File: config.mk
export PLATFORM = sky130hd
export DESIGN_NAME = key_scan
export DESIGN_NICKNAME = d
export VERILOG_FILES = /design/src/rtl/key_scan.sv
export SDC_FILE = /design/constraint.sdc
export NUM_CORES = 1
export LEC_CHECK = 0
export ABC_AREA = 1
export CORE_MARGIN = 3
export CORE_UTILIZATION = 55
export CTS_BUF_LIST = sky130_fd_sc_hd__clkbuf_4
export DETAILED_ROUTE_END_ITERATION = 16
export PLACE_DENSITY = 0.85
export SLEW_MARGIN = 40
export SYNTH_ARGS = -nofsm -noshare
export SYNTH_HDL_FRONTEND = slang
export SYNTH_SLANG_ARGS = --single-unit
export TNS_END_PERCENT = 100
File: constraint.sdc
create_clock -name CLK_1K -period 1.95 [get_ports CLK_1K]
set_input_delay 0.585 -clock CLK_1K [delete_from_list [all_inputs] [get_ports CLK_1K]]
set_output_delay 0.585 -clock CLK_1K [all_outputs]
set_load 0.005 [all_outputs]
File: src/rtl/key_scan.sv
// 4x4 keypad scanner: rotates active-low rows, debounces a single-key press and
// its release, and reports each accepted key once.
//
// state       | meaning
// ST_SCAN     | rotating rows, sampling columns on the last dwell cycle
// ST_DB_PRESS | row frozen, counting stable cycles of the captured column
// ST_HELD     | key accepted, waiting for all columns to go high
// ST_DB_REL   | counting stable all-high cycles before resuming the scan
module key_scan #(
   parameter int DEBOUNCE_MS = 20
) (
   input  logic       CLK_1K,
   input  logic       RST,
   input  logic [3:0] col_in,
   output logic [3:0] row_out,
   output logic [3:0] key_value,
   output logic       flag,
   output logic       key_down
);

   localparam logic [1:0] ST_SCAN     = 2'd0;
   localparam logic [1:0] ST_DB_PRESS = 2'd1;
   localparam logic [1:0] ST_HELD     = 2'd2;
   localparam logic [1:0] ST_DB_REL   = 2'd3;
   localparam logic [7:0] DB_LAST     = 8'(DEBOUNCE_MS - 1);

   logic [3:0] r_col_m;
   logic [3:0] r_col_s;
   logic [1:0] r_state;
   logic [1:0] r_row;
   logic [1:0] r_dwell;
   logic [7:0] r_cnt;
   logic [1:0] r_cap_idx;
   logic [3:0] r_key_value;
   logic       r_flag;
   logic       r_key_down;

   logic       w_one_low;
   logic [1:0] w_col_idx;
   logic [3:0] w_cap_pat;
   logic [7:0] w_cnt_inc;
   logic [3:0] w_code;

   always_comb begin
      w_one_low = 1'b1;
      w_col_idx = 2'd0;
      case (r_col_s)
         4'b1110: w_col_idx = 2'd0;
         4'b1101: w_col_idx = 2'd1;
         4'b1011: w_col_idx = 2'd2;
         4'b0111: w_col_idx = 2'd3;
         default: w_one_low = 1'b0;
      endcase
   end

   assign w_cap_pat = ~(4'b0001 << r_cap_idx);
   assign w_cnt_inc = (r_cnt == 8'hFF) ? r_cnt : r_cnt + 8'd1;

   // Row-major keypad legend; F is clear, E is equals, A..D are operators.
   always_comb begin
      w_code = 4'h0;
      case ({r_row, r_cap_idx})
         4'd0:  w_code = 4'h1;
         4'd1:  w_code = 4'h2;
         4'd2:  w_code = 4'h3;
         4'd3:  w_code = 4'hA;
         4'd4:  w_code = 4'h4;
         4'd5:  w_code = 4'h5;
         4'd6:  w_code = 4'h6;
         4'd7:  w_code = 4'hB;
         4'd8:  w_code = 4'h7;
         4'd9:  w_code = 4'h8;
         4'd10: w_code = 4'h9;
         4'd11: w_code = 4'hC;
         4'd12: w_code = 4'hF;
         4'd13: w_code = 4'h0;
         4'd14: w_code = 4'hE;
         default: w_code = 4'hD;
      endcase
   end

   always_ff @(posedge CLK_1K or negedge RST) begin
      if (!RST) begin
         r_col_m     <= 4'hF;
         r_col_s     <= 4'hF;
         r_state     <= ST_SCAN;
         r_row       <= 2'd0;
         r_dwell     <= 2'd0;
         r_cnt       <= 8'd0;
         r_cap_idx   <= 2'd0;
         r_key_value <= 4'h0;
         r_flag      <= 1'b0;
         r_key_down  <= 1'b0;
      end else begin
         r_col_m <= col_in;
         r_col_s <= r_col_m;
         r_flag  <= 1'b0;
         case (r_state)
            ST_SCAN: begin
               if (r_dwell == 2'd3) begin
                  if (w_one_low) begin
                     r_cap_idx <= w_col_idx;
                     r_cnt     <= 8'd0;
                     r_state   <= ST_DB_PRESS;
                  end else begin
                     r_row   <= r_row + 2'd1;
                     r_dwell <= 2'd0;
                  end
               end else begin
                  r_dwell <= r_dwell + 2'd1;
               end
            end
            ST_DB_PRESS: begin
               if (r_col_s == w_cap_pat) begin
                  r_cnt <= w_cnt_inc;
                  if (r_cnt >= DB_LAST) begin
                     r_state     <= ST_HELD;
                     r_flag      <= 1'b1;
                     r_key_value <= w_code;
                     r_key_down  <= 1'b1;
                  end
               end else begin
                  r_cnt   <= 8'd0;
                  r_state <= ST_SCAN;
                  r_dwell <= 2'd0;
               end
            end
            ST_HELD: begin
               if (r_col_s == 4'hF) begin
                  r_cnt   <= 8'd0;
                  r_state <= ST_DB_REL;
               end
            end
            ST_DB_REL: begin
               if (r_col_s == 4'hF) begin
                  r_cnt <= w_cnt_inc;
                  if (r_cnt >= DB_LAST) begin
                     r_state    <= ST_SCAN;
                     r_row      <= 2'd0;
                     r_dwell    <= 2'd0;
                     r_key_down <= 1'b0;
                  end
               end else begin
                  r_cnt   <= 8'd0;
                  r_state <= ST_HELD;
               end
            end
            default: r_state <= ST_SCAN;
         endcase
      end
   end

   assign row_out   = ~(4'b0001 << r_row);
   assign key_value = r_key_value;
   assign flag      = r_flag;
   assign key_down  = r_key_down;

endmodule

==> results of run 1 <==
==> through the flow <==
step | area, sq um | setup TNS [ps]
detailed placement | 2100 | 0
global route | 2280 | -18.3
finish | 2280 | 0
global placement | 2100 | 0
floorplan | 1870 | 0
CTS | 2230 | -181
==> final cells by class <==
class / instances / share of cell area (%)
flip-flops and latches: 30 / 33.4
clock buffers: 5 / 1.64
repair buffers: 24 / 9.70
clock inverters: 3 / 2.80
inverters: 40 / 6.80
well taps: 44 / 2.41
multi-input cells: 174 / 43.3
==> sequential cells by signal, indices dropped and copies added, names as in the netlist, 2 cells and up <==
name and count:
r_cap_idx 2, r_state 2, r_col_s 4, r_dwell 2, r_cnt 8, r_row 2, key_value 4, r_col_m 4
==> synthesized netlist by cell type <==
cell type / count / area share, %
o21ai_2: 1 / 0.47
nand2_1: 72 / 14
nor2_2: 3 / 1.0
nor3_1: 3 / 0.80
inv_2: 3 / 0.60
o21ai_1: 4 / 1.1
a21oi_1: 5 / 1.3
dfrtp_1: 22 / 29
xor2_1: 1 / 0.47
o31ai_1: 1 / 0.40
o21ai_0: 10 / 2.7
nor2_4: 2 / 1.2
nand3_1: 25 / 6.7
nor2_1: 14 / 2.8
nand4_1: 5 / 1.7
nand2_4: 1 / 0.60
inv_1: 35 / 7.0
nor3_2: 1 / 0.53
nand3b_1: 2 / 0.80
clkinv_1: 1 / 0.20
inv_4: 1 / 0.33
nand2_2: 4 / 1.3
nor2_8: 1 / 1.1
nand3_2: 2 / 1.1
a21oi_4: 1 / 0.87
or2_2: 1 / 0.33
o211ai_1: 1 / 0.40
o21ai_4: 1 / 0.87
clkbuf_1: 1 / 0.20
dfstp_2: 8 / 11
ha_1: 11 / 7.3
a211oi_1: 1 / 0.40
a21oi_2: 1 / 0.47
==> logic make-up after synthesis <==
| family | share of synthesized area, % |
|---|---|
| AO/OA/AOI/OAI | 8.95 |
| XOR/XNOR | 0.467 |
| buffers and inverters | 8.34 |
| flip-flops | 40.6 |
| adder cells (fa/ha/maj) | 7.34 |
| AND/OR/NAND/NOR | 34.3 |
==> layer usage <==
metal  vias up  track usage [%]
li1        845                -
met1       783             27.0
met2        69             36.1
met3        18             5.98
met4         0             9.50
met5         -                0
==> power groups by stage <==
stage / clock [uW] / combinational (uW) / sequential (uW)
after floorplan: 0 / 732 / 828
after global placement: 0 / 975 / 852
after detailed placement: 0 / 1020 / 865
after CTS: 632 / 1060 / 850
after global routing: 669 / 1390 / 857
final: 627 / 1220 / 843
==> worst paths after layout <==
check	from	endpoint	slack (ps)	cells past startpoint
max	r_row[0]	row_out[2]	40	6
min	r_col_m[0]	r_col_s[0]	360	0
max reg2reg	r_cap_idx[1]	key_value[1]	210	11
min reg2reg	r_col_m[0]	r_col_s[0]	360	0
max in group asynchronous	RST	r_col_m[2]	1010	2
min in group asynchronous	RST	r_cnt[1]	610	2
==> what timing repair did <==
action | in CTS | in global routing
setup endpoints to repair | 4 | 7
cloned | 0 | 0
gates resized for setup | 11 | 14
setup buffers | 3 | 3
pin swaps | 0 | 1
==> results.tsv, run 1 <==
stage	metric	value	unit
status	status	finished, final reports clean	
routing	Remaining DRCs	0	
final_layout	Multi-input gate area	987	sq um
setup_path	CP Class	reg2out	
setup_path	Critical Path AT	1320	ps
timing	Rel. slew slack	75.5	%
final_layout	P&R area growth vs syn	21.8	%
pwr	net load switching power	1050	uW
timing	Final Hold Viols	0	
timing	# setup viols final	0	
synthesis	Ys Warns	0	
clock_network	CTS sink cnt	30	
final_layout	Reg area	762	sq um
setup_path	Crit path top cell by count	buf_6	
die	Die W	64.4	um
synthesis	Mapped Area	1870	sq um
clock_network	CTS tree	done	
routing	Routed Wire Length	4.17	mm
routing	DRT antenna net count	0	
timing	Tightest Pin Transition	368	ps
synthesis	syn_nets	262	
routing	WL met3	236	um
clock_network	Max Root-Sink Buffers	2	
global_routing	number of global-route vias before repair	1587	
timing	max-slew violations	0	
pwr	combinational fraction of design power	45.3	%
routing	1st-iter DRT viols	129	
final_layout	Non-Filler Instances	320	
synthesis	Syn Inst Count	245	
global_routing	initial antenna violation count	0	
setup_path	CP max stage delay	430	ps
pwr	total power	2690	uW
setup_path	Crit Path Max Fanout	3	
routing	DR WL/cell	13.0	um
pwr	P_int	1630	uW
placement	GP Congestion	0.898	
final_layout	nets	292	
final_layout	share of cells above drive strength 1	20.7	%
global_routing	Total GRT Usage	22.0	%
global_routing	Overflow after GRT	0	
pwr	PwrDens	1180	nW/um^2
setup_path	critical path buffer and inverter count	5	
routing	top routing layer used	met4	
clock_network	Reg clk slew, reported paths	100	ps
synthesis	syn avg cell area	7.65	sq um
synthesis	Yosys reg bits	30	
clock_network	TritonCTS buffer count	5	
placement	placed cell count	306	
pwr	sw frac	39.2	%
die	initial core utilization	59.4	%
routing	met1 wire length	1.73	mm
timing	crit path time final	1910	ps
job	Max Cap Viol	0	
die	die area	4140	sq um
clock_network	Hold-fix buffers, CTS	0	
final_layout	Fill cells	265	
final_layout	# diodes	0	
synthesis	register area share after synthesis	40.6	%
clock_network	CTS H-Tree Depth	2	
setup_path	slowest stage cell on the critical path	dfrtp_1	
timing	final period utilization	97.9	%
timing	Final WS setup	41.4	ps
setup_path	crit-path cells	buf_6 > inv_4 > buf_6 > ha_4 > inv_2 > buf_6	
timing	Max Clock Skew	15.4	ps
timing	worst hold slack	360	ps
pwr	worst IR drop on VDD	0.712	mV
setup_path	Critical Path RT	1360	ps
placement	port bufs	15	
final_layout	most frequent cells in the layout	nand2_1 (72), inv_1 (32), nand3_1 (25), dfrtp_1 (21), nor2_1 (13)	
global_routing	largest net degree at the start of global routing	31	
pwr	clock power share	23.3	%
die	Rows	20	
placement	pre-CTS WS	29.9	ps
final_layout	most common cell after layout, fill and taps aside	nand2_1	
clock_network	clk_lat worst skew	340	ps
routing	WL met2	2.06	mm
hold_path	Worst Hold Class	reg2reg	
routing	vias	1715	
clock_network	Root Driver	clkbuf_4	
die	DIE HEIGHT	64.4	um
placement	DP HPWL	2.85	mm
final_layout	Util after Layout	72.4	%
routing	DRT Pass-1 Iters	4	
global_routing	first-pass GRT wire length	7.05	mm
die	CORE AREA	3150	sq um
routing	vias per cell	5.36	
synthesis	Synth cell types	33	
pwr	share of power burned in registers	31.4	%
pwr	Leakage Power	0.00112	uW
die	Ports	16	
timing	Max Clk Rate	0.524	GHz
setup_path	CP startpoint kind	register	
setup_path	delay-heaviest family, CP	buffers and inverters	
setup_path	crit end category	output pin	
Power figures use the tool's default switching activity.
==> run 2: changes to the inputs <==
CORE_MARGIN = not set   (was 3)
==> results.tsv, run 2 (synthesis gave the netlist of run 1 again) <==
stage	metric	value	unit	change
timing	RSZ-0062 raised after global routing	yes		
routing	Remaining DRCs	0		unchanged
pwr	clock power share	15.9	%	-7.4 points
routing	1st-iter DRT viols	130		+0.78%
final_layout	Finished Cell Area	2190	sq um	-4.1%
clock_network	CTS H-Tree Depth	2		unchanged
die	CORE AREA	3150	sq um	unchanged
timing	max-slew violations	0		unchanged
final_layout	# diodes	0		unchanged
final_layout	share of cells above drive strength 1	19.3	%	-1.4 points
global_routing	number of global-route vias before repair	1485		-6.4%
die	die area	3650	sq um	-12%
global_routing	GR peak layer	met2		
status	status	finished, final reports clean		
final_layout	Reg with most FFs	r_cnt		
placement	pre-CTS WS	59.9	ps	+30.0 ps
timing	Rel. slew slack	75.1	%	-0.41 points
pwr	worst IR drop on VDD	0.640	mV	-10%
setup_path	CP Class	reg2out		
timing	Max Clock Skew	11.2	ps	-4.15 ps
timing	Final WS setup	54.3	ps	+13.0 ps
global_routing	routing usage on met3	6.40	%	+0.42 points
pwr	net load switching power	964	uW	-8.5%
global_routing	first-pass GRT wire length	6.18	mm	-12%
setup_path	Crit Path Max Fanout	4		+1
setup_path	Critical Path AT	1310	ps	about the same
global_routing	GR Layer Usage met2	38.6	%	+2.5 points
die	Ports	16		unchanged
job	Max Cap Viol	0		unchanged
final_layout	P&R area growth vs syn	16.8	%	
clock_network	Reg clk slew, reported paths	100	ps	about the same
placement	DP HPWL	2.64	mm	-7.2%
pwr	share of power burned in registers	37.4	%	+6.0 points
final_layout	max FFs per register	8		unchanged
routing	Routed Wire Length	3.67	mm	-12%
routing	DRT Pass-1 Iters	5		+1
pwr	combinational fraction of design power	46.7	%	+1.4 points
routing	vias per cell	5.23		-2.4%
setup_path	crit end category	output pin		
placement	port bufs	15		unchanged
routing	DR WL/cell	11.5	um	-12%
clock_network	CTS sink cnt	30		unchanged
global_routing	met1 Track Usage GR	28.6	%	+1.6 points
pwr	PwrDens	1030	nW/um^2	-13%
pwr	P_int	1290	uW	-21%
pwr	Leakage Power	0.00108	uW	-3.5%
final_layout	most frequent cells in the layout	nand2_1 (72), inv_1 (33), nand3_1 (25), dfrtp_1 (20), nor2_1 (14)		
clock_network	CTS tree	done		
global_routing	Total GRT Usage	23.2	%	+1.2 points
timing	worst hold slack	359	ps	-0.599 ps
placement	GP Congestion	0.822		-8.4%
pwr	sw frac	42.8	%	+3.6 points
timing	final period utilization	97.2	%	-0.66 points
clock_network	Hold-fix buffers, CTS	0		unchanged
global_routing	largest net degree at the start of global routing	31		unchanged
die	DIE HEIGHT	60.4	um	-6.2%
final_layout	Fill cells	272		+2.6%
setup_path	CP startpoint kind	register		
die	Die W	60.4	um	-6.2%
die	initial core utilization	59.4	%	unchanged
clock_network	Max Root-Sink Buffers	2		unchanged
routing	DRT antenna net count	0		unchanged
timing	Tightest Pin Transition	371	ps	+3.34 ps
clock_network	TritonCTS buffer count	5		unchanged
timing	crit path time final	1900	ps	-13.0 ps
global_routing	initial antenna violation count	0		unchanged
timing	# setup viols final	0		unchanged
clock_network	clk_lat worst skew	340	ps	about the same
timing	Max Clk Rate	0.528	GHz	+0.68%
global_routing	Overflow after GRT	0		unchanged
placement	Placed Area	2110	sq um	+0.36%
final_layout	nets	291		-0.34%
hold_path	Worst Hold Class	reg2reg		
pwr	total power	2250	uW	-16%
timing	Final Hold Viols	0		unchanged
final_layout	most common cell after layout, fill and taps aside	nand2_1		
routing	vias	1668		-2.7%
clock_network	Root Driver	clkbuf_4		
die	Rows	20		unchanged
setup_path	Critical Path RT	1360	ps	about the same
run 2: path summary, 6_finish.rpt:
kind / start / end / slack, ps / depth (start not counted)
max: r_row[1] / row_out[1] / 50 / 4
min: r_col_m[0] / r_col_s[0] / 360 / 0
max reg2reg: r_cap_idx[1] / key_value[1] / 160 / 11
min reg2reg: r_col_m[0] / r_col_s[0] / 360 / 0
max in group asynchronous: RST / r_col_s[1] / 1010 / 2
min in group asynchronous: RST / key_down / 610 / 2
run 2: cell type report:
cell class / instances / area (sq um) / area share [%]
sequential: 30 / 763 / 34.9
multi-input combinational: 174 / 962 / 44.0
clock inverter: 3 / 16.3 / 0.743
clock buffer: 5 / 37.5 / 1.72
tap: 44 / 55.1 / 2.52
timing repair buffer: 23 / 201 / 9.21
inverter: 40 / 153 / 6.98
run 2: worst max-delay path, cell delays in order (launching register included):
cell and delay, ps:
dfrtp_2 450, inv_2 80, ha_2 170, inv_1 30, dlygate4sd2_1 250
run 2: through the flow:
step                      utilization [%]  setup TNS (ps)  cells
after CTS                            69.3               0    318
final                                69.4               0    319
after floorplan                         -               0    245
after global placement               66.8               0    307
after detailed placement             66.8               0    307
after global routing                 69.4           -11.2    319
run 2: power by group through the flow:
stage | Clock [uW] | Combinational (uW) | Sequential [uW]
2_1_floorplan | 0 | 732 | 828
3_3_place_gp | 0 | 978 | 849
3_5_place_dp | 0 | 1010 | 856
4_1_cts | 369 | 1040 | 841
5_1_grt | 399 | 1190 | 868
6_report | 359 | 1050 | 843
run 2: what timing repair did:
item	CTS	global route
gates resized for setup	10	2
pin swaps	2	0
endpoints found under the setup margin	4	3
buffers inserted	3	1
run 2: routing by layer:
metal	up-vias	share of wire, %	wire length (um)
met5	-	0	0
met4	0	1.7	63
met3	13	6.0	219
met2	62	48	1750
met1	758	45	1640
li1	835	-	-
